===== config.mk =====
export PLATFORM = sky130hd
export DESIGN_NAME = ps2_key_serializer
export DESIGN_NICKNAME = d
export VERILOG_FILES = /design/src/rtl/ps2_key_pkg.sv /design/src/rtl/ps2_byte_fifo.sv /design/src/rtl/ps2_key_serializer.sv
export SDC_FILE = /design/constraint.sdc
export NUM_CORES = 1
export LEC_CHECK = 0
export CORE_MARGIN = 2
export CORE_UTILIZATION = 40
export CTS_CLUSTER_SIZE = 24
export DETAILED_ROUTE_END_ITERATION = 7
export GPL_TIMING_DRIVEN = 0
export SYNTH_ARGS = -nofsm -noshare
export SYNTH_HDL_FRONTEND = slang
export SYNTH_SLANG_ARGS = --single-unit
export TNS_END_PERCENT = 100

===== constraint.sdc =====
create_clock -name clk_sys -period 3 [get_ports clk_sys]
set_input_delay 0.6 -clock clk_sys [delete_from_list [all_inputs] [get_ports clk_sys]]
set_output_delay 0.6 -clock clk_sys [all_outputs]
set_load 0.01 [all_outputs]

===== src/rtl/ps2_key_pkg.sv =====
// Shared definitions for the hps_io key event to PS/2 device-side serializer.
package ps2_key_pkg;

  localparam int unsigned TOGGLE     = 10;
  localparam int unsigned PRESSED    = 9;
  localparam int unsigned EXT        = 8;
  localparam int unsigned FRAME_BITS = 11;

  localparam logic [7:0] PS2_PREFIX_EXT = 8'hE0;
  localparam logic [7:0] PS2_PREFIX_BRK = 8'hF0;

  typedef enum logic [1:0] {
    IDLE,
    BIT_HI,
    BIT_LO,
    GAP
  } tx_state_t;

  // Start bit, data LSB first, odd parity, stop bit.
  function automatic logic [FRAME_BITS-1:0] ps2_frame(input logic [7:0] b);
    return {1'b1, ~^b, b, 1'b0};
  endfunction

endpackage


===== src/rtl/ps2_byte_fifo.sv =====
// Byte FIFO between the scancode sequencer and the PS/2 transmitter; show-ahead read.
module ps2_byte_fifo #(
  parameter int unsigned DEPTH = 8
) (
  input  logic                       clk_sys,
  input  logic                       reset,
  input  logic                       wr,
  input  logic [7:0]                 din,
  input  logic                       rd,
  output logic [7:0]                 dout,
  output logic                       empty,
  output logic [$clog2(DEPTH):0]     free_count
);

  localparam int unsigned AW = $clog2(DEPTH);
  localparam int unsigned FW = AW + 1;

  logic [7:0]    mem [DEPTH];
  logic [AW-1:0] wr_ptr;
  logic [AW-1:0] rd_ptr;
  logic [FW-1:0] count;
  logic          do_wr;
  logic          do_rd;

  assign do_wr = wr && (count != FW'(DEPTH));
  assign do_rd = rd && (count != '0);

  always_ff @(posedge clk_sys) begin
    if (reset) begin
      wr_ptr <= '0;
      rd_ptr <= '0;
      count  <= '0;
    end else begin
      if (do_wr) wr_ptr <= wr_ptr + AW'(1);
      if (do_rd) rd_ptr <= rd_ptr + AW'(1);
      count <= count + FW'(do_wr) - FW'(do_rd);
    end
  end

  always_ff @(posedge clk_sys) begin
    if (do_wr) mem[wr_ptr] <= din;
  end

  assign dout       = mem[rd_ptr];
  assign empty      = (count == '0);
  assign free_count = FW'(DEPTH) - count;

endmodule


===== src/rtl/ps2_key_serializer.sv =====
// Turns hps_io ps2_key toggle events into Set-2 byte sequences and shifts them
// out as a PS/2 keyboard-side clock/data stream.
module ps2_key_serializer
  import ps2_key_pkg::*;
#(
  parameter int unsigned HALF_PERIOD = 1145,
  parameter int unsigned GAP_CYCLES  = 2290,
  parameter int unsigned FIFO_DEPTH  = 8
) (
  input  logic        clk_sys,
  input  logic        reset,
  input  logic [10:0] ps2_key,
  output logic        ps2_clk,
  output logic        ps2_data,
  output logic        busy,
  output logic        overflow
);

  localparam int unsigned MAX_CNT = (HALF_PERIOD > GAP_CYCLES) ? HALF_PERIOD : GAP_CYCLES;
  localparam int unsigned CNT_W   = $clog2(MAX_CNT + 1);
  localparam int unsigned FW      = $clog2(FIFO_DEPTH) + 1;

  logic                  prev_toggle;
  logic [1:0]            seq_left;
  logic [2:0][7:0]       seq_q;
  logic                  event_c;
  logic [1:0]            need_c;
  logic [2:0][7:0]       load_c;

  logic                  fifo_wr;
  logic                  fifo_rd;
  logic                  fifo_empty;
  logic [7:0]            fifo_dout;
  logic [FW-1:0]         free_count;

  tx_state_t             tx_state;
  logic [CNT_W-1:0]      cnt;
  logic [3:0]            idx;
  logic [FRAME_BITS-1:0] frame;

  assign event_c = (seq_left == 2'd0) && (ps2_key[TOGGLE] != prev_toggle);
  assign fifo_wr = (seq_left != 2'd0);
  assign fifo_rd = (tx_state == IDLE) && !fifo_empty;

  // Byte list for the pending event; entry 0 goes out first.
  always_comb begin
    need_c = 2'd1;
    load_c = {8'h00, 8'h00, ps2_key[7:0]};
    case ({ps2_key[EXT], ~ps2_key[PRESSED]})
      2'b11: begin
        need_c = 2'd3;
        load_c = {ps2_key[7:0], PS2_PREFIX_BRK, PS2_PREFIX_EXT};
      end
      2'b10: begin
        need_c = 2'd2;
        load_c = {8'h00, ps2_key[7:0], PS2_PREFIX_EXT};
      end
      2'b01: begin
        need_c = 2'd2;
        load_c = {8'h00, ps2_key[7:0], PS2_PREFIX_BRK};
      end
      default: ;
    endcase
  end

  // Enqueue sequencer: an event is accepted whole or dropped whole.
  always_ff @(posedge clk_sys) begin
    if (reset) begin
      prev_toggle <= ps2_key[TOGGLE];
      seq_left    <= 2'd0;
      seq_q       <= '0;
      overflow    <= 1'b0;
    end else if (seq_left != 2'd0) begin
      seq_q    <= {8'h00, seq_q[2], seq_q[1]};
      seq_left <= seq_left - 2'd1;
    end else if (event_c) begin
      prev_toggle <= ps2_key[TOGGLE];
      if (free_count < FW'(need_c)) begin
        overflow <= 1'b1;
      end else begin
        seq_left <= need_c;
        seq_q    <= load_c;
      end
    end
  end

  ps2_byte_fifo #(
    .DEPTH (FIFO_DEPTH)
  ) u_fifo (
    .clk_sys    (clk_sys),
    .reset      (reset),
    .wr         (fifo_wr),
    .din        (seq_q[0]),
    .rd         (fifo_rd),
    .dout       (fifo_dout),
    .empty      (fifo_empty),
    .free_count (free_count)
  );

  // TX FSM. GAP lasts GAP_CYCLES-1 so that, with the IDLE pop cycle, the
  // line idles exactly GAP_CYCLES between bytes.
  always_ff @(posedge clk_sys) begin
    if (reset) begin
      tx_state <= IDLE;
      ps2_clk  <= 1'b1;
      ps2_data <= 1'b1;
      cnt      <= '0;
      idx      <= '0;
      frame    <= '0;
      busy     <= 1'b0;
    end else begin
      busy <= (tx_state != IDLE) || !fifo_empty || (seq_left != 2'd0) || event_c;
      case (tx_state)
        IDLE: begin
          ps2_clk  <= 1'b1;
          ps2_data <= 1'b1;
          if (!fifo_empty) begin
            frame    <= ps2_frame(fifo_dout);
            idx      <= 4'd0;
            ps2_data <= 1'b0;
            cnt      <= CNT_W'(HALF_PERIOD - 1);
            tx_state <= BIT_HI;
          end
        end
        BIT_HI: begin
          if (cnt == '0) begin
            ps2_clk  <= 1'b0;
            cnt      <= CNT_W'(HALF_PERIOD - 1);
            tx_state <= BIT_LO;
          end else begin
            cnt <= cnt - CNT_W'(1);
          end
        end
        BIT_LO: begin
          if (cnt == '0) begin
            ps2_clk <= 1'b1;
            if (idx == 4'(FRAME_BITS - 1)) begin
              ps2_data <= 1'b1;
              cnt      <= CNT_W'(GAP_CYCLES - 2);
              tx_state <= GAP;
            end else begin
              ps2_data <= frame[idx + 4'd1];
              idx      <= idx + 4'd1;
              cnt      <= CNT_W'(HALF_PERIOD - 1);
              tx_state <= BIT_HI;
            end
          end else begin
            cnt <= cnt - CNT_W'(1);
          end
        end
        GAP: begin
          if (cnt == '0) tx_state <= IDLE;
          else           cnt      <= cnt - CNT_W'(1);
        end
        default: tx_state <= IDLE;
      endcase
    end
  end

endmodule


---- Word-level counts from Yosys, hierarchy flattened ----
Memories as Yosys holds them, arrays and structs flattened. A register that Yosys moved wholly into a read port is not among the register bits.
Cells that the tools add are included.
cells by class
  reductions and logical operators ........ 32
  order comparisons ....................... 2
  bitwise logic cells ..................... 4
  mux-type cells .......................... 40
  add/sub/neg operators ................... 8
  equality and inequality tests ........... 17
operator list
  operator                                                                       count
  24-bit one-hot mux with 3 select lines                                         1
  12-bit 2-to-1 mux                                                              5
  16-bit 2-to-1 mux                                                              3
  12-bit one-hot mux with 4 select lines                                         1
  2-bit 2-to-1 mux                                                               8
  2-bit != test (second input constant)                                          7
  12-bit zero test                                                               1
  4-bit 2-to-1 mux                                                               3
  2-bit AND reduction                                                            6
  12-bit by 1-bit subtractor with 12-bit output (second input constant)          1
  1-bit 2-to-1 mux                                                               11
  2-bit nonzero test                                                             5
  2-bit equality test (second input constant)                                    4
  2-bit one-hot mux with 4 select lines                                          1
  4-bit one-hot mux with 2 select lines                                          1
  4-bit AND reduction                                                            2
  8-bit XNOR reduction                                                           1
  3-bit by 1-bit adder with 3-bit output (second input constant)                 2
  3-bit 2-to-1 mux                                                               2
  3-bit AND reduction                                                            2
  4-bit by 5-bit less-than comparator with 1-bit output (second input constant)  1
  4-bit by 1-bit adder with 4-bit output                                         1
  4-bit by 1-bit adder with 4-bit output (second input constant)                 1
  1-bit binary-select mux with 4-bit select                                      1
  other kinds (21)                                                               32
word-level totals
  logic and storage cells ................. 120
  register bits ........................... 69
  input port bits ......................... 13
  memories ................................ 1
  RAM bits ................................ 64
  output and inout bits ................... 4
memories
  name        depth  bits a word  rd ports  clocked after Yosys merged registers in  write ports  line                 text
  u_fifo.mem  8      8            1         1                                        1            ps2_byte_fifo.sv:18  logic [7:0] mem [DEPTH];

---- Longest topological paths before layout ----
Gate-level depths: netlist of the first run.
  depth in word-level cells ............... 8
  gate-level depth with buffers ........... 11
  mapped depth without buffers ............ 10

---- By module ----
From an unflattened synthesis of the first run, not the netlist that was laid out.
second synthesis, totals
  cells, all modules ...................... 543
  area total of the unflattened synthesis .. 6212.2 um^2
by module, submodules not included
  module              seq. area each (um^2)  instances  area each (um^2)  cells an instance
  ps2_byte_fifo       2182.1                 1          3189.3            174
  ps2_key_serializer  1191.1                 1          3022.9            369

---- Worst setup path before layout of the first run ----
Ideal clock, no wire load.
  path type ............................... reg-to-reg
  start ................................... register tx_state[1]
  end ..................................... register u_fifo.count[3]
  period minus slack after synthesis ...... 2.461 ns
  path slack .............................. 0.539 ns
  setup time .............................. 0.070 ns
  stages on the path, launching flop included .. 12
  arrival time ............................ 2.391 ns
  path buffers ............................ 2
  data required time ...................... 2.930 ns
  cells stage by stage .................... dfxtp_1 > or2_2 > clkbuf_1 > a21oi_2 > clkbuf_1 > ha_1 > inv_1 > ha_1 > a21oi_1 > nor2_1 > or3_1 > a21oi_1
on the way
  word-level cells in the longest chain between the ends .. 4
RTL lines
  item                                         line                       text
  start, declared                              ps2_key_serializer.sv:36   tx_state_t tx_state;
  start signal, assigned                       ps2_key_serializer.sv:104  tx_state <= IDLE;
  start signal, assigned                       ps2_key_serializer.sv:122  tx_state <= BIT_HI;
  start signal, assigned                       ps2_key_serializer.sv:129  tx_state <= BIT_LO;
  2-bit zero test                              ps2_key_serializer.sv:43   assign fifo_rd = (tx_state == IDLE) && !fifo_empty;
  1-bit logical AND                            ps2_key_serializer.sv:43
  named net fifo_rd                            ps2_key_serializer.sv:31   logic fifo_rd;
  1-bit logical AND                            ps2_byte_fifo.sv:26        assign do_rd = rd && (count != '0);
  4-bit by 1-bit subtractor with 4-bit output  ps2_byte_fifo.sv:36        count <= count + FW'(do_wr) - FW'(do_rd);
  end signal, assigned                         ps2_byte_fifo.sv:36
  end, declared                                ps2_byte_fifo.sv:21        logic [FW-1:0] count;
The timed path passes the listed nets, and every way through them passes these cells.
A chain may end at the register's enable or synchronous reset.

---- Final worst setup path of the first run ----
  start ................................... input port ps2_key[8]
  end ..................................... register seq_q[11] (netlist bit)
on the way
  word-level cells in the longest chain between the ends .. 6
  elaborated cells between the ends (all ways) .. 12
  those cells by class .................... 1 x order compare; 4 x eq/ne; 5 x mux; 2 x reduce/logical
RTL lines
  item                                                                                   line                      text
  start, declared                                                                        ps2_key_serializer.sv:12  input logic [10:0] ps2_key,
  2-bit by 1-bit equality test with 1-bit output or 2-bit equality test (tied branches)  ps2_key_serializer.sv:49  case ({ps2_key[EXT], ~ps2_key[PRESSED]})
  2-bit OR reduction (no source line)                                                    -
  2-bit one-hot mux with 2 select lines                                                  ps2_key_serializer.sv:49
  4-bit by 2-bit less-than comparator with 1-bit output                                  ps2_key_serializer.sv:78  if (free_count < FW'(need_c)) begin
  2-bit by 1-bit != test with 1-bit output (no source line)                              -
  2-bit AND reduction (no source line)                                                   -
  end signal, assigned                                                                   ps2_key_serializer.sv:74  seq_q <= {8'h00, seq_q[2], seq_q[1]};
  end signal, assigned                                                                   ps2_key_serializer.sv:82  seq_q <= load_c;
  end, declared                                                                          ps2_key_serializer.sv:25  logic [2:0][7:0] seq_q;
Several ways; a longest one is shown, not always the timed one. The select of a mux whose other input is x is not followed.

==> results of run 1 <==
routing by layer:
metal  vias to the layer above  routed length, µm  global-route usage
met5                         -                  0                   0
met4                         0                162              0.0621
met3                        12                424              0.0451
met2                        69               6560               0.288
met1                      2032               5800               0.217
li1                       1965                  -                   -
repair_timing:
item                                    in CTS  in global routing
buffers inserted                             0                  0
resized for setup                            1                  4
endpoints found under the hold margin        0                  0
hold buffers                                 0                  0
endpoints found under the setup margin       8                 12
critical path, delay by kind of cell:
family / cells / cell delay [ns]
buf+inv: 3 / 1.08
compound gates: 3 / 0.66
fa+ha+maj: 2 / 0.55
simple gates: 2 / 0.30
logic make-up after synthesis:
| kind of cell | count (synthesis) | share of synthesized area |
|---|---|---|
| xor+xnor | 20 | 0.0305 |
| buf+inv | 40 | 0.0297 |
| compound gates | 103 | 0.116 |
| fa+ha+maj | 20 | 0.0430 |
| mux | 31 | 0.0978 |
| simple gates | 154 | 0.120 |
| flops | 136 | 0.563 |
layout by cell type, fill, tap and decap left out, types with 10 or more instances in the layout:
cell type | synthesis | layout
dfxtp_1 | 71 | 71
nor2_1 | 66 | 66
edfxtp_1 | 65 | 65
a21oi_1 | 37 | 36
nand2_1 | 29 | 29
ha_1 | 19 | 19
clkbuf_1 | 18 | 17
clkbuf_16 | 0 | 17
mux4_1 | 16 | 16
clkdlybuf4s50_1 | 0 | 15
inv_1 | 14 | 14
o21ai_0 | 14 | 14
nand2b_1 | 13 | 13
nand3_1 | 12 | 12
mux2i_1 | 12 | 12
xnor2_1 | 11 | 11
a222oi_1 | 11 | 11
a211oi_1 | 10 | 10
per-stage QoR:
stage	hold slack (ns)	utilization
3_5_place_dp	0.446	0.437
2_1_floorplan	0.431	-
3_3_place_gp	0.442	0.437
6_report	0.455	0.478
5_1_grt	0.478	0.478
4_1_cts	0.454	0.477
synth_stat cells (13+ instances only):
cell type	count	area, µm²
clkbuf_1	18	67.6
nor2_1	66	248
o21ai_0	14	70.1
inv_1	14	52.6
nand2_1	29	109
nand2b_1	13	81.3
ha_1	19	238
a21oi_1	37	185
mux4_1	16	420
edfxtp_1	65	1950
dfxtp_1	71	1420
worst paths after layout:
| kind | depth (start not counted) | end |
|---|---|---|
| setup reg to reg | 11 | u_fifo.count[3]$_SDFF_PP0_ |
| setup / recovery | 10 | seq_q[11]$_SDFFE_PP0P_ |
| hold / removal | 2 | seq_q[23]$_SDFFE_PP0P_ |
| hold reg to reg | 2 | seq_q[23]$_SDFFE_PP0P_ |
sequential cells by signal, indices dropped and copies added, names as in the netlist, named ones only:
name and flops:
ps2_data 1, seq_left 2, tx_state 2, cnt 12, overflow 1, seq_q 24, u_fifo.mem 64, u_fifo.rd_ptr 3
busy 1, prev_toggle 1, ps2_clk 1, frame 10, u_fifo.wr_ptr 3, idx 4, u_fifo.count 4
area by class of cell:
class / instances / area, µm² / share of cell area
sequential: 136 / 3370 / 0.484
inverter: 14 / 52.6 / 0.00753
tap: 184 / 230 / 0.0330
buffer: 26 / 126 / 0.0181
clock inverter: 14 / 159 / 0.0228
timing repair buffer: 16 / 158 / 0.0226
multi-input combinational: 328 / 2450 / 0.351
clock buffer: 18 / 429 / 0.0615
power by group through the flow:
stage	Sequential, µW	Combinational [µW]	Clock, µW
global route	2650	2950	2220
finish	2600	2630	2090
detailed placement	2650	2590	0
global placement	2620	2530	0
floorplan	2560	2010	0
CTS	2610	2620	2130
==> metrics.txt, run 1 <==
Die Span Y 126 µm; layout cells sized above 1 0.0906; Clock Sinks 136; DRC viols 0; GRT overflow 0; vias 4,078; critical path type primary input to flop; I/O pins 17; Post-Syn Instances 504; drt pass-1 iters 8; setup ws final 0.144 ns; max-slew violation count 0; Post-Place Cell Area 6370 µm²; Routed Antenna Nets 0; Clock Path Buffers 2; Reg-to-Reg Start tx_state[1]$_SDFFE_PP0P_; Cell Pwr Density 1050 nW/µm²; setup TNS 0 ns; crit path launch ps2_key[8]; Final setup viols 0; CORE AREA 14,600 µm²; sequential-to-total area share from yosys stat 0.563; synthesized flop and latch total 136; Max Cap Viol 0; slew of the pin with the lowest slew margin 0.884 ns; Synth Flop Type dfxtp_1; fin nets 572; register-to-register setup slack 0.26 ns; CTS tree yes; clock group share of total power 0.285; Initial DRC Count 315; Slew HR 0.409; Final Cycle Share 0.952; Syn. warnings 0; Critical Path RT 3.34 ns; Slowest-stage cell, CP clkdlybuf4s50_1; Total Power 7320 µW; cell count after placement 703; Critical Path Sink Type flop; largest net degree at the start of global routing 17; vias per cell 5.54; RSZ-0062 raised after global routing true; GRT Total Usage 0.173; number of global-route vias before repair 4,104; Fillers 1,290; crit path launch type primary input; Mapped Nets 537; initial cell density of the core 0.411; Clock transition at path regs 0.06 ns; crit-path most repeated cell ha_1; initial antenna violation count 0; clock latency on the worst-skew pair 0.42 ns; logic gate share of total power 0.359; Post-Layout Cell Count 736; Cell Rows 44; Async SR Flop Fraction 0; worst vdd ir 0.000695 V; DP HPWL 8660 µm; clk_skew 0.00916 ns; crit path cell chain clkdlybuf4s50_1, inv_1, ha_1, ha_1, o21ai_0, nand3_1, a21oi_2, buf_1, a222oi_1, nor2_1; CTS Buf Count 17; worst endpoint data arrival time 3.20 ns; Die W 126 µm; routability-driven placement congestion ratio 0.813; Final Hold Fails 0; die area 16,000 µm²; crit-path max FO 10; area delta synth->final 16.5%; fin area 6980 µm²; switching power 2620 µW; mapped cell area 5990 µm²; critical path's largest stage delay 0.53 ns; Root Buffer clkbuf_16; first-pass GRT wire length 21,300 µm; mean post-synth cell area 11.9 µm²; Buffers on Ports 15; drt total wl 12,900 µm; unique cell type count in the Yosys netlist 55; number of synthesized flops with an enable pin 65; status completed; H-tree depth 4; Antenna Cells 0; post-DR wirelength/cell 17.6 µm; min Tclk post-route 2.86 ns; switching fraction of total power 0.359; dpl ws -0.398 ns; min-delay worst type flop to flop; highest clock rate 350 MHz; HP Start seq_q[23]$_SDFFE_PP0P_; cell internal pwr 4700 µW; Seq pwr share 0.356; Static Leak 0.00249 µW
Note: power is estimated with default switching activity, not from simulation.
==> run 2, diff against run 1 <==
--- a/config.mk
+++ b/config.mk
@@ -5,6 +5,7 @@
 export SDC_FILE = /design/constraint.sdc
 export NUM_CORES = 1
 export LEC_CHECK = 0
+export ABC_CLOCK_PERIOD_IN_PS = 3000
 export CORE_MARGIN = 2
 export CORE_UTILIZATION = 40
 export CTS_CLUSTER_SIZE = 24
==> results of run 2 <==
The final DEF is identical to that of run 1; final timing and power are the same.
==> run 3, diff against run 2 <==
--- a/config.mk
+++ b/config.mk
@@ -11,6 +11,7 @@
 export CTS_CLUSTER_SIZE = 24
 export DETAILED_ROUTE_END_ITERATION = 7
 export GPL_TIMING_DRIVEN = 0
+export SLEW_MARGIN = 5
 export SYNTH_ARGS = -nofsm -noshare
 export SYNTH_HDL_FRONTEND = slang
 export SYNTH_SLANG_ARGS = --single-unit
==> run 3 against run 2 <==
Critical path type unchanged. Highest routed layer unchanged. Cell area is essentially flat. Maximum frequency grew 1.3%. Largest power group unchanged. Clock power is essentially flat. Flip-flop and latch count is the same. Via count shrank 0.15%. Hold slack lost 0.00051 ns.
==> metrics.txt, run 3 (synthesis gave the netlist of run 1 again) <==
Reg with most FFs u_fifo.mem; Worst Hold End seq_q[23]$_SDFFE_PP0P_; drt total wl 13,000 µm; CORE AREA 14,600 µm²; Antenna Cells 0; Clock Path Buffers 2; Die W 126 µm; fin area 6970 µm²; layout cells sized above 1 0.0907; HP Start seq_q[23]$_SDFFE_PP0P_; largest net degree at the start of global routing 17; crit path launch ps2_key[8]; Reg-to-Reg Start tx_state[1]$_SDFFE_PP0P_; commonest non-fill, non-tap cells in the layout 71 x dfxtp_1, 66 x nor2_1, 65 x edfxtp_1; R2R depth 11; Final Hold Fails 0; Routed Antenna Nets 0; GRT overflow 0; Critical Path RT 3.35 ns; crit path launch type primary input; Buffers on Ports 15; clk_skew 0.00972 ns; commonest non-fill, non-tap cell in the layout dfxtp_1; Post-Place Cell Area 6370 µm²; Final Cycle Share 0.940; sequential cell area 3370 µm²; Worst path top cell family by delay buffers and inverters; Regs by FF count u_fifo.mem (64), seq_q (24), cnt (12); CTS tree yes; RSZ-0062 raised after global routing true; Static Leak 0.00248 µW; multi-input combinational cell area 2450 µm²; Cell Rows 44; Root Buffer clkbuf_16; Initial DRC Count 277; drt pass-1 iters 7; initial cell density of the core 0.411; Max Cap Viol 0; post-DR wirelength/cell 17.7 µm; critical path type primary input to flop; DP HPWL 8660 µm; die area 16,000 µm²; H-tree depth 4; fin nets 571; crit-path most repeated cell ha_1; vias 4,072; Critical R2R Capture u_fifo.count[3]$_SDFF_PP0_; crit path cell chain clkdlybuf4s50_1, inv_1, ha_1, ha_1, o21ai_0, nand3_1, a21oi_2, buf_1, a222oi_1, nor2_1; DRC viols 0; area delta synth->final 16.4%; Clock transition at path regs 0.06 ns; Hold-fix buffers, CTS 0; clock latency on the worst-skew pair 0.42 ns; max-slew violation count 0; I/O pins 17; Fillers 1,291; worst vdd ir 0.000695 V; crit-path max FO 10; initial antenna violation count 0; first-pass GRT wire length 21,300 µm; worst endpoint data arrival time 3.16 ns; Cell Pwr Density 1050 nW/µm²; register-to-register setup slack 0.26 ns; critical path's largest stage delay 0.53 ns; min Tclk post-route 2.82 ns; Slowest-stage cell, CP clkdlybuf4s50_1; Clock Sinks 136; min-delay worst type flop to flop; Final setup viols 0; status completed; CTS Buf Count 17; worst hold stages 2; max reg flops 64; WP buf/inv 3; Critical Path Sink Type flop; GRT Total Usage 0.173; vias per cell 5.54; setup TNS 0 ns; routability-driven placement congestion ratio 0.813; number of global-route vias before repair 4,104; highest clock rate 355 MHz; slew of the pin with the lowest slew margin 0.885 ns; Slew HR 0.408; Die Span Y 126 µm
==> run 3: worst max-delay path by stage <==
stage                            endpoint  slack (ns)  depth (start not counted)
2_1_floorplan  u_fifo.count[3]$_SDFF_PP0_        0.54                         11
3_5_place_dp       seq_q[11]$_SDFFE_PP0P_       -0.40                         10
5_1_grt            seq_q[23]$_SDFFE_PP0P_       -0.01                          9
3_3_place_gp       seq_q[13]$_SDFFE_PP0P_       -0.30                         10
6_report           seq_q[11]$_SDFFE_PP0P_        0.18                         10
4_1_cts            seq_q[11]$_SDFFE_PP0P_        0.04                         10
==> run 3: cell type report <==
class,instances,share of cell area
flip-flops and latches,136,0.484
multi-input cells,328,0.352
clock buffers,18,0.0615
well taps,184,0.0330
clock inverters,14,0.0228
repair buffers,15,0.0215
plain buffers,26,0.0181
inverters,14,0.00754
==> run 3: tightest hold or removal path: cells and delay by family, from the launching register on <==
kind               cells  cell delay [ns]
DFF                    1             0.31
and+or+nand+nor        1             0.05
AOI/OAI and AO/OA      1             0.05
==> run 3: timing repair <==
item | 4_1_cts | 5_1_grt
endpoints found under the setup margin | 8 | 12
resized for setup | 1 | 4
buffers inserted | 0 | 0
==> run 3: metal layers <==
layer | share of wire | vias up | routed length, µm | global-route usage
met2 | 0.51 | 80 | 6570 | 0.288
met4 | 0.013 | 0 | 172 | 0.0621
met3 | 0.036 | 13 | 474 | 0.0451
met5 | 0 | - | 0 | 0
li1 | - | 1964 | - | -
met1 | 0.44 | 2015 | 5770 | 0.217
==> run 3: report_power, final <==
| part | leakage [µW] | internal (µW) | switching (µW) |
|---|---|---|---|
| Sequential | 0.00118 | 2340 | 263 |
| Clock | 0.000289 | 1240 | 849 |
| Combinational | 0.00101 | 1110 | 1510 |
==> run 3: through the flow <==
stage / std cells / power (µW) / hold WS [ns] / utilization / setup WS, ns
finish: 735 / 7320 / 0.455 / 0.478 / 0.180
global route: 735 / 7810 / 0.478 / 0.478 / -0.0102
CTS: 735 / 7360 / 0.454 / 0.477 / 0.0370
detailed placement: 703 / 5230 / 0.446 / 0.437 / -0.398
global placement: 703 / 5150 / 0.442 / 0.437 / -0.301
floorplan: 504 / 4570 / 0.431 / - / 0.539
